==> config.mk <==
export PLATFORM = sky130hd
export DESIGN_NAME = usb_epbuf_arb
export DESIGN_NICKNAME = d
export VERILOG_FILES = /design/src/rtl/usb_epbuf_arb_pkg.sv /design/src/rtl/usb_epbuf_arb.sv
export SDC_FILE = /design/constraint.sdc
export NUM_CORES = 1
export LEC_CHECK = 0
export CAP_MARGIN = 20
export CORE_MARGIN = 4
export CORE_UTILIZATION = 22
export CTS_CLUSTER_DIAMETER = 120
export DETAILED_ROUTE_END_ITERATION = 16
export GPL_TIMING_DRIVEN = 0
export PLACE_DENSITY = 0.83
export SETUP_SLACK_MARGIN = 0.15
export SLEW_MARGIN = 5
export SYNTH_ARGS = -nofsm -noshare
export SYNTH_HDL_FRONTEND = slang
export SYNTH_SLANG_ARGS = --single-unit
==> constraint.sdc <==
create_clock -name clk -period 2.2 [get_ports clk]
set_input_delay 0.44 -clock clk [delete_from_list [all_inputs] [get_ports clk]]
set_output_delay 0.44 -clock clk [all_outputs]
set_load 0.02 [all_outputs]
==> src/rtl/usb_epbuf_arb_pkg.sv <==
// usb_epbuf_arb_pkg
// Shared types for the EP buffer arbiter.
//   owner_e  : identifies which requester held the most recent grant.
//   rr_owner : round-robin preference given the last owner.
package usb_epbuf_arb_pkg;

  typedef enum logic {
    OWN_R0 = 1'b0,
    OWN_R1 = 1'b1
  } owner_e;

  // On a tie, the requester that was not granted last gets the grant.
  function automatic owner_e rr_owner(input owner_e last);
    return (last == OWN_R0) ? OWN_R1 : OWN_R0;
  endfunction

endpackage

==> src/rtl/usb_epbuf_arb.sv <==
// usb_epbuf_arb
// Two-requester arbiter in front of a USB endpoint buffer. Requester 0 is
// the CPU, requester 1 the DMA engine. At most one access (a write to the
// TX port or a read from the RX port) is issued per cycle.
//
// Ports
//   clk, rst                     clock (EP buffer domain), async active-high reset
//   r0_* / r1_*                  request/write-not-read/address/data/mask (mask
//                                bit 1 = byte not written), ack, rvalid, rdata
//   r1_lock                      DMA burst-hold hint
//   ep_tx_addr_0/data_0/wmsk_0/we_0   TX buffer write port
//   ep_rx_addr_0/re_0, ep_rx_data_1   RX buffer read port, data one cycle later
//
// The grant is combinational; only the last-grant bit, the lock counter and
// the two rvalid flops are stored.
module usb_epbuf_arb
  import usb_epbuf_arb_pkg::*;
#(
  parameter int AW = 9,
  parameter int DW = 16,
  parameter int MW = DW / 8
) (
  input  logic          clk,
  input  logic          rst,

  input  logic          r0_req,
  input  logic          r0_we,
  input  logic [AW-1:0] r0_addr,
  input  logic [DW-1:0] r0_wdata,
  input  logic [MW-1:0] r0_wmsk,
  output logic          r0_ack,
  output logic          r0_rvalid,
  output logic [DW-1:0] r0_rdata,

  input  logic          r1_req,
  input  logic          r1_we,
  input  logic [AW-1:0] r1_addr,
  input  logic [DW-1:0] r1_wdata,
  input  logic [MW-1:0] r1_wmsk,
  input  logic          r1_lock,
  output logic          r1_ack,
  output logic          r1_rvalid,
  output logic [DW-1:0] r1_rdata,

  output logic [AW-1:0] ep_tx_addr_0,
  output logic [DW-1:0] ep_tx_data_0,
  output logic [MW-1:0] ep_tx_wmsk_0,
  output logic          ep_tx_we_0,
  output logic [AW-1:0] ep_rx_addr_0,
  output logic          ep_rx_re_0,
  input  logic [DW-1:0] ep_rx_data_1
);

  localparam int LOCK_MAX = 16;
  // The counter must be able to hold LOCK_MAX itself so that exactly
  // LOCK_MAX lock-won grants are allowed before r0 is forced through.
  localparam int LW = $clog2(LOCK_MAX) + 1;
  localparam logic [LW-1:0] LOCK_LIMIT = LW'(LOCK_MAX);
  localparam logic [LW-1:0] LOCK_ONE   = LW'(1);

  owner_e          last_q, last_d;
  logic [LW-1:0]   lock_cnt_q, lock_cnt_d;
  logic            r0_rvalid_q, r1_rvalid_q;

  logic            gnt0, gnt1, lock_won;

  // Grant decision. Reset gates everything so no strobe escapes while rst
  // is high, independent of the clock.
  always_comb begin
    gnt0     = 1'b0;
    gnt1     = 1'b0;
    lock_won = 1'b0;
    if (!rst) begin
      if (r0_req && r1_req) begin
        if (rr_owner(last_q) == OWN_R1) begin
          gnt1 = 1'b1;
        end else if (r1_lock && (lock_cnt_q != LOCK_LIMIT)) begin
          // r0 would win by round-robin; the lock keeps the bus with r1.
          gnt1     = 1'b1;
          lock_won = 1'b1;
        end else begin
          gnt0 = 1'b1;
        end
      end else begin
        gnt0 = r0_req;
        gnt1 = r1_req;
      end
    end
  end

  always_comb begin
    last_d = last_q;
    if (gnt1) begin
      last_d = OWN_R1;
    end else if (gnt0) begin
      last_d = OWN_R0;
    end
  end

  // Consecutive lock count: any r0 grant or a cycle without the hint ends
  // the burst; only grants actually taken from a waiting r0 are counted.
  always_comb begin
    lock_cnt_d = lock_cnt_q;
    if (gnt0 || !r1_lock) begin
      lock_cnt_d = '0;
    end else if (lock_won) begin
      lock_cnt_d = lock_cnt_q + LOCK_ONE;
    end
  end

  always_ff @(posedge clk or posedge rst) begin
    if (rst) begin
      last_q      <= OWN_R1;
      lock_cnt_q  <= '0;
      r0_rvalid_q <= 1'b0;
      r1_rvalid_q <= 1'b0;
    end else begin
      last_q      <= last_d;
      lock_cnt_q  <= lock_cnt_d;
      r0_rvalid_q <= gnt0 && !r0_we;
      r1_rvalid_q <= gnt1 && !r1_we;
    end
  end

  assign r0_ack = gnt0;
  assign r1_ack = gnt1;

  // Shared address/data path: the granted requester's fields go out;
  // with no grant the values are irrelevant because both strobes are low.
  assign ep_tx_addr_0 = gnt1 ? r1_addr  : r0_addr;
  assign ep_tx_data_0 = gnt1 ? r1_wdata : r0_wdata;
  assign ep_tx_wmsk_0 = gnt1 ? r1_wmsk  : r0_wmsk;
  assign ep_rx_addr_0 = gnt1 ? r1_addr  : r0_addr;
  assign ep_tx_we_0   = (gnt0 && r0_we)  || (gnt1 && r1_we);
  assign ep_rx_re_0   = (gnt0 && !r0_we) || (gnt1 && !r1_we);

  // Read data arrives from the buffer one cycle after the strobe; it is
  // steered to the owner and forced to zero elsewhere so the buses can be
  // OR-combined downstream.
  assign r0_rvalid = r0_rvalid_q;
  assign r1_rvalid = r1_rvalid_q;
  assign r0_rdata  = {DW{r0_rvalid_q}} & ep_rx_data_1;
  assign r1_rdata  = {DW{r1_rvalid_q}} & ep_rx_data_1;

endmodule

Word level (Yosys, flattened, before mapping)
Index checks and enable logic that the tools add are counted.
{"block": "word_totals", "regBits": 8, "elab_cells": 40, "latchBits": 0, "mem_bits_rw": 0, "romBits": 0, "memories": 0, "output_inout_bits": 74}
{"block": "classes", "n_reduce_logical": 14, "order_cmp": 0, "muxes": 18, "add_sub_neg": 1, "bitwise": 2, "n_mul": 0, "eq_ne": 1, "div_mod_pow": 0, "shift": 0}
{"operator": "bitwise AND 16 bit", "n": 2}
{"operator": "two-way mux 16 bit", "n": 1}
{"operator": "two-way mux 1 bit", "n": 13}
{"operator": "two-way mux 5 bit", "n": 2}
{"operator": "two-way mux 9 bit", "n": 1}
{"operator": "logical AND 1 bit", "n": 6}
{"operator": "adder 5 x 1 -> 5 bit, second input constant", "n": 1}
{"operator": "!= test 5 bit, second input constant", "n": 1}
{"operator": "nonzero test 2 bit", "n": 2}
{"operator": "logical NOT 1 bit", "n": 3}
{"operator": "logical OR 1 bit", "n": 3}
{"operator": "two-way mux 2 bit", "n": 1}

Logic depth before layout (Yosys ltp)
{"block": "logic_depth", "word_depth": 8, "mapped_depth": 8, "depth_no_buf": 7}

Worst setup path after synthesis
Ideal clock, no wire load.
{"block": "synth_timing", "kind": "register -> output", "startpoint": "register lock_cnt_q[0]", "endpoint": "output port ep_tx_addr_0[5]", "path_slack_ns": -0.245, "arrival_time_ns": 2.005, "path_stages_with_launch": 9, "required_ns": 1.760, "cell_sequence": "dfrtp_1 > inv_1 > ha_1 > nand4bb_2 > nand2_2 > a311oi_4 > buf_6 > mux2_1 > buf_4"}
{"block": "synth_via", "elab_chain_cells": 7}
{"element": "start, declared", "line_no": "usb_epbuf_arb.sv:62", "rtl": "logic [LW-1:0] lock_cnt_q, lock_cnt_d;"}
{"element": "start signal, assigned", "line_no": "usb_epbuf_arb.sv:119", "rtl": "lock_cnt_q <= lock_cnt_d;"}
{"element": "!= test 5 bit", "line_no": "usb_epbuf_arb.sv:77", "rtl": "end else if (r1_lock && (lock_cnt_q != LOCK_LIMIT)) begin"}
{"element": "logical AND 1 bit", "line_no": "usb_epbuf_arb.sv:77"}
{"element": "two-way mux 1 bit", "line_no": "usb_epbuf_arb.sv:77"}
{"element": "two-way mux 1 bit", "line_no": "usb_epbuf_arb.sv:75", "rtl": "if (rr_owner(last_q) == OWN_R1) begin"}
{"element": "two-way mux 1 bit", "line_no": "usb_epbuf_arb.sv:74", "rtl": "if (r0_req && r1_req) begin"}
{"element": "two-way mux 1 bit", "line_no": "usb_epbuf_arb.sv:73", "rtl": "if (!rst) begin"}
{"element": "via r1_ack", "line_no": "usb_epbuf_arb.sv:41", "rtl": "output logic r1_ack,"}
{"element": "two-way mux 9 bit"}
{"element": "end, declared", "line_no": "usb_epbuf_arb.sv:45", "rtl": "output logic [AW-1:0] ep_tx_addr_0,"}
The timed path passes the listed nets, and every way through them passes these cells.

Worst setup path in the final report
{"block": "layout_timing", "startpoint": "register lock_cnt_q[0]", "endpoint": "output port ep_tx_addr_0[4]"}
{"block": "layout_via", "elab_chain_cells": 7}
{"element": "!= test 5 bit", "line_no": "usb_epbuf_arb.sv:77"}
{"element": "logical AND 1 bit", "line_no": "usb_epbuf_arb.sv:77"}
{"element": "two-way mux 1 bit", "line_no": "usb_epbuf_arb.sv:77"}
{"element": "two-way mux 1 bit", "line_no": "usb_epbuf_arb.sv:75"}
{"element": "two-way mux 1 bit", "line_no": "usb_epbuf_arb.sv:74"}
{"element": "two-way mux 1 bit", "line_no": "usb_epbuf_arb.sv:73"}
{"element": "two-way mux 9 bit", "line_no": "usb_epbuf_arb.sv:130", "rtl": "assign ep_tx_addr_0 = gnt1 ? r1_addr : r0_addr;"}
No other way between the ends.

==> results.sh <==
export IMPL_p_int_uw=667.3
export IMPL_ys_ff_latch=8
export IMPL_grt_total_usage_pct=15.23
export IMPL_via_per_inst=4.290
export IMPL_cp_start_kind="flip-flop"
export IMPL_cp_data_required_time_ns=1.76
export IMPL_pwr_share_comb_pct=64.2
export IMPL_p_leak_nw=1.553
export IMPL_p_seq_share_pct=17.2
export IMPL_cts_tree="done"
export IMPL_worst_pin_slew_ns=0.5956
export IMPL_setup_tns_ns=-10.57
export IMPL_h_tree_depth=1
export IMPL_power_frac_clock_pct=18.6
export IMPL_layout_drive_gt1_share_pct=39.66
export IMPL_setup_viol=39
export IMPL_syn_area_mm2=0.001101
export IMPL_antennaDiodeCount=0
export IMPL_yosys_warnings=0
export IMPL_critPathKind="flip-flop to primary output"
export IMPL_die_x_um=78.75
export IMPL_die_area_mm2=0.006201
export IMPL_synth_cell_types=29
export IMPL_vias=1553
export IMPL_dp_slack_ns=-0.9602
export IMPL_rows=25
export IMPL_dp_cells=338
export IMPL_syn_to_final_growth_pct=182.5
export IMPL_p_per_area_mw_per_mm2=312.3
export IMPL_max_cap_violations=0
export IMPL_finalMaxSlewViolations=0
export IMPL_grt_start_max_net_pins=11
export IMPL_layout_commonest_cell="clkdlybuf4s50_1"
export IMPL_layout_setup_ws_ns=-0.3211
export IMPL_dpl_hpwl_um=4352
export IMPL_grt_pass1_wl_um=7645
export IMPL_fin_skew_ns=0.002646
export IMPL_fmax_mhz=396.6
export IMPL_routed_wl_um=5195
export IMPL_fin_crit_sh_pct=114.6
export IMPL_portBuffers=150
export IMPL_cts_root_buffer="clkbuf_8"
export IMPL_holdBufCountCts=0
export IMPL_drcViolationCount=0
export IMPL_fin_cells=362
export IMPL_netlist_instances=121
export IMPL_hold_class="input port to asynchronous set/reset pin"
export IMPL_core_mm2=0.004786
export IMPL_dr_pass1_iters=2
export IMPL_crit_fanout=8
export IMPL_worstPathArrival_ns=2.08
export IMPL_first_iter_violations=11
export IMPL_grt_overflow=0
export IMPL_clock_latency_ns=0.23
export IMPL_grt_setup_unrepaired="true"
export IMPL_nNetsFinal=375
export IMPL_switching_share_pct=31.31
export IMPL_synth_seq_area_share_pct=18.30
export IMPL_grt_pass1_vias=1544
export IMPL_regToRegSetupSlack_ns=0.50
export IMPL_ir_drop_uv=290.0
export IMPL_final_util_pct=64.99
export IMPL_cts_buffer_depth=2
export IMPL_initial_core_util_pct=23.01
export IMPL_fin_crit_ns=2.521
export IMPL_fp_dieH_um=78.75
export IMPL_hold_violations=0
export IMPL_clk_pin_slew_ns=0.04
export IMPL_syn_nets=200
export IMPL_status="complete, but fails checks"
export IMPL_cts_inserted_buffers=3
export IMPL_ioPinCount=151
export IMPL_clock_sinks=8
export IMPL_wl_per_cell_um=14.35
export IMPL_antenna_left=0
export IMPL_antenna_found_initial=0
export IMPL_final_cell_mix="clkdlybuf4s50_1 (74), buf_6 (58), dlygate4sd2_1 (36)"
export IMPL_relSlewSlack_pct=59.87
export IMPL_finalWeightedCongestion=0.8020
export IMPL_cp_end_kind="primary output"
export IMPL_p_sw_uw=304.2
export IMPL_syn_mean_instance_area_um2=9.100
export IMPL_violations="setup timing"
## final cells by class
cell class                      count  area (µm²)
Inverter                            7       28.78
Tap cell                           67       83.83
Fill cell                         423        1675
Timing Repair Buffer              170        1704
Buffer                             14       145.1
Sequential cell                     8       203.9
Multi-Input combinational cell     92       899.6
Clock buffer                        4       45.04
## path summary, 6_finish.rpt
path	from	to	depth (start not counted)
setup / recovery	lock_cnt_q[0]	ep_tx_addr_0[4]	9
hold / removal	rst	lock_cnt_q[2]	2
setup reg to reg	lock_cnt_q[0]	lock_cnt_q[0]	6
hold reg to reg	lock_cnt_q[3]	lock_cnt_q[3]	2
max in group asynchronous	rst	last_q	2
min in group clk	lock_cnt_q[3]	lock_cnt_q[3]	2
## cells by family after synthesis
group / Yosys count / share of synthesized area, %
AO/OA/AOI/OAI: 8 / 6.932
XOR/XNOR: 4 / 3.182
adder cells (fa/ha/maj): 2 / 2.272
buffers and inverters: 21 / 12.27
flip-flops: 8 / 18.30
multiplexers: 28 / 28.52
AND/OR/NAND/NOR: 50 / 28.52
## synthesized netlist by cell type, drive strengths merged
cell type | n | share of area (%)
xnor2 | 1 | 0.80
xor2 | 3 | 2.4
mux2 | 27 | 28
and4b | 1 | 0.91
nand2b | 1 | 0.57
a311oi | 1 | 2.4
mux2i | 1 | 0.91
dfstp | 1 | 2.4
a22o | 1 | 0.80
o2bb2ai | 1 | 0.80
nor2 | 6 | 2.0
nand4bb | 1 | 1.5
a21o | 1 | 0.68
nand4 | 3 | 1.7
nand3 | 1 | 0.45
buf | 12 | 9.2
and2 | 34 | 19
nand2 | 2 | 0.91
and4bb | 1 | 1.1
inv | 7 | 2.4
o21ai | 2 | 0.91
ha | 2 | 2.3
a32o | 1 | 0.91
dfrtp | 7 | 16
clkbuf | 2 | 0.68
a21oi | 1 | 0.45
## sequential cells by signal, indices dropped and copies added (netlist names)
| name | flops |
|---|---|
| last_q | 1 |
| r1_rvalid | 1 |
| lock_cnt_q | 5 |
| r0_rvalid | 1 |
## metal layers
layer,up-vias,part of all wire [%],GRT usage (%)
met2,83,55,29.88
met4,0,0.31,1.573
met5,-,0,0
met3,2,11,4.989
li1,756,-,-
met1,712,34,16.09
## critical path: stages (launching register included)
cell and delay, ns:
dfrtp_1 0.37, inv_2 0.06, ha_4 0.16, nand4bb_4 0.09
nand2_2 0.07, a311oi_4 0.32, buf_6 0.21, mux2_4 0.32
buf_6 0.12, buf_6 0.12
## through the flow
| stage | total power, mW | instance area, µm² | hold WS [ns] |
|---|---|---|---|
| floorplan | 0.4309 | 1246 | 0.2631 |
| global placement | 0.7302 | 2831 | 0.5659 |
| detailed placement | 0.7393 | 2831 | 0.5879 |
| CTS | 0.9568 | 3012 | 0.3344 |
| global route | 1.023 | 3110 | 0.3485 |
| finish | 0.9715 | 3110 | 0.3357 |
## power groups by stage
stage / Combinational (mW) / Clock (mW) / Sequential, mW
after floorplan: 0.264 / 0 / 0.166
after global placement: 0.563 / 0 / 0.167
after detailed placement: 0.571 / 0 / 0.169
after CTS: 0.604 / 0.186 / 0.167
after global routing: 0.656 / 0.198 / 0.169
final: 0.623 / 0.181 / 0.167
## what timing repair did
action	CTS	global route
gates cloned	0	0
resized for setup	278	17
endpoints found under the hold margin	0	0
setup endpoints to repair	72	40
setup buffers	15	5
pin swaps	2	2
Note: power is estimated with default switching activity, not from simulation.
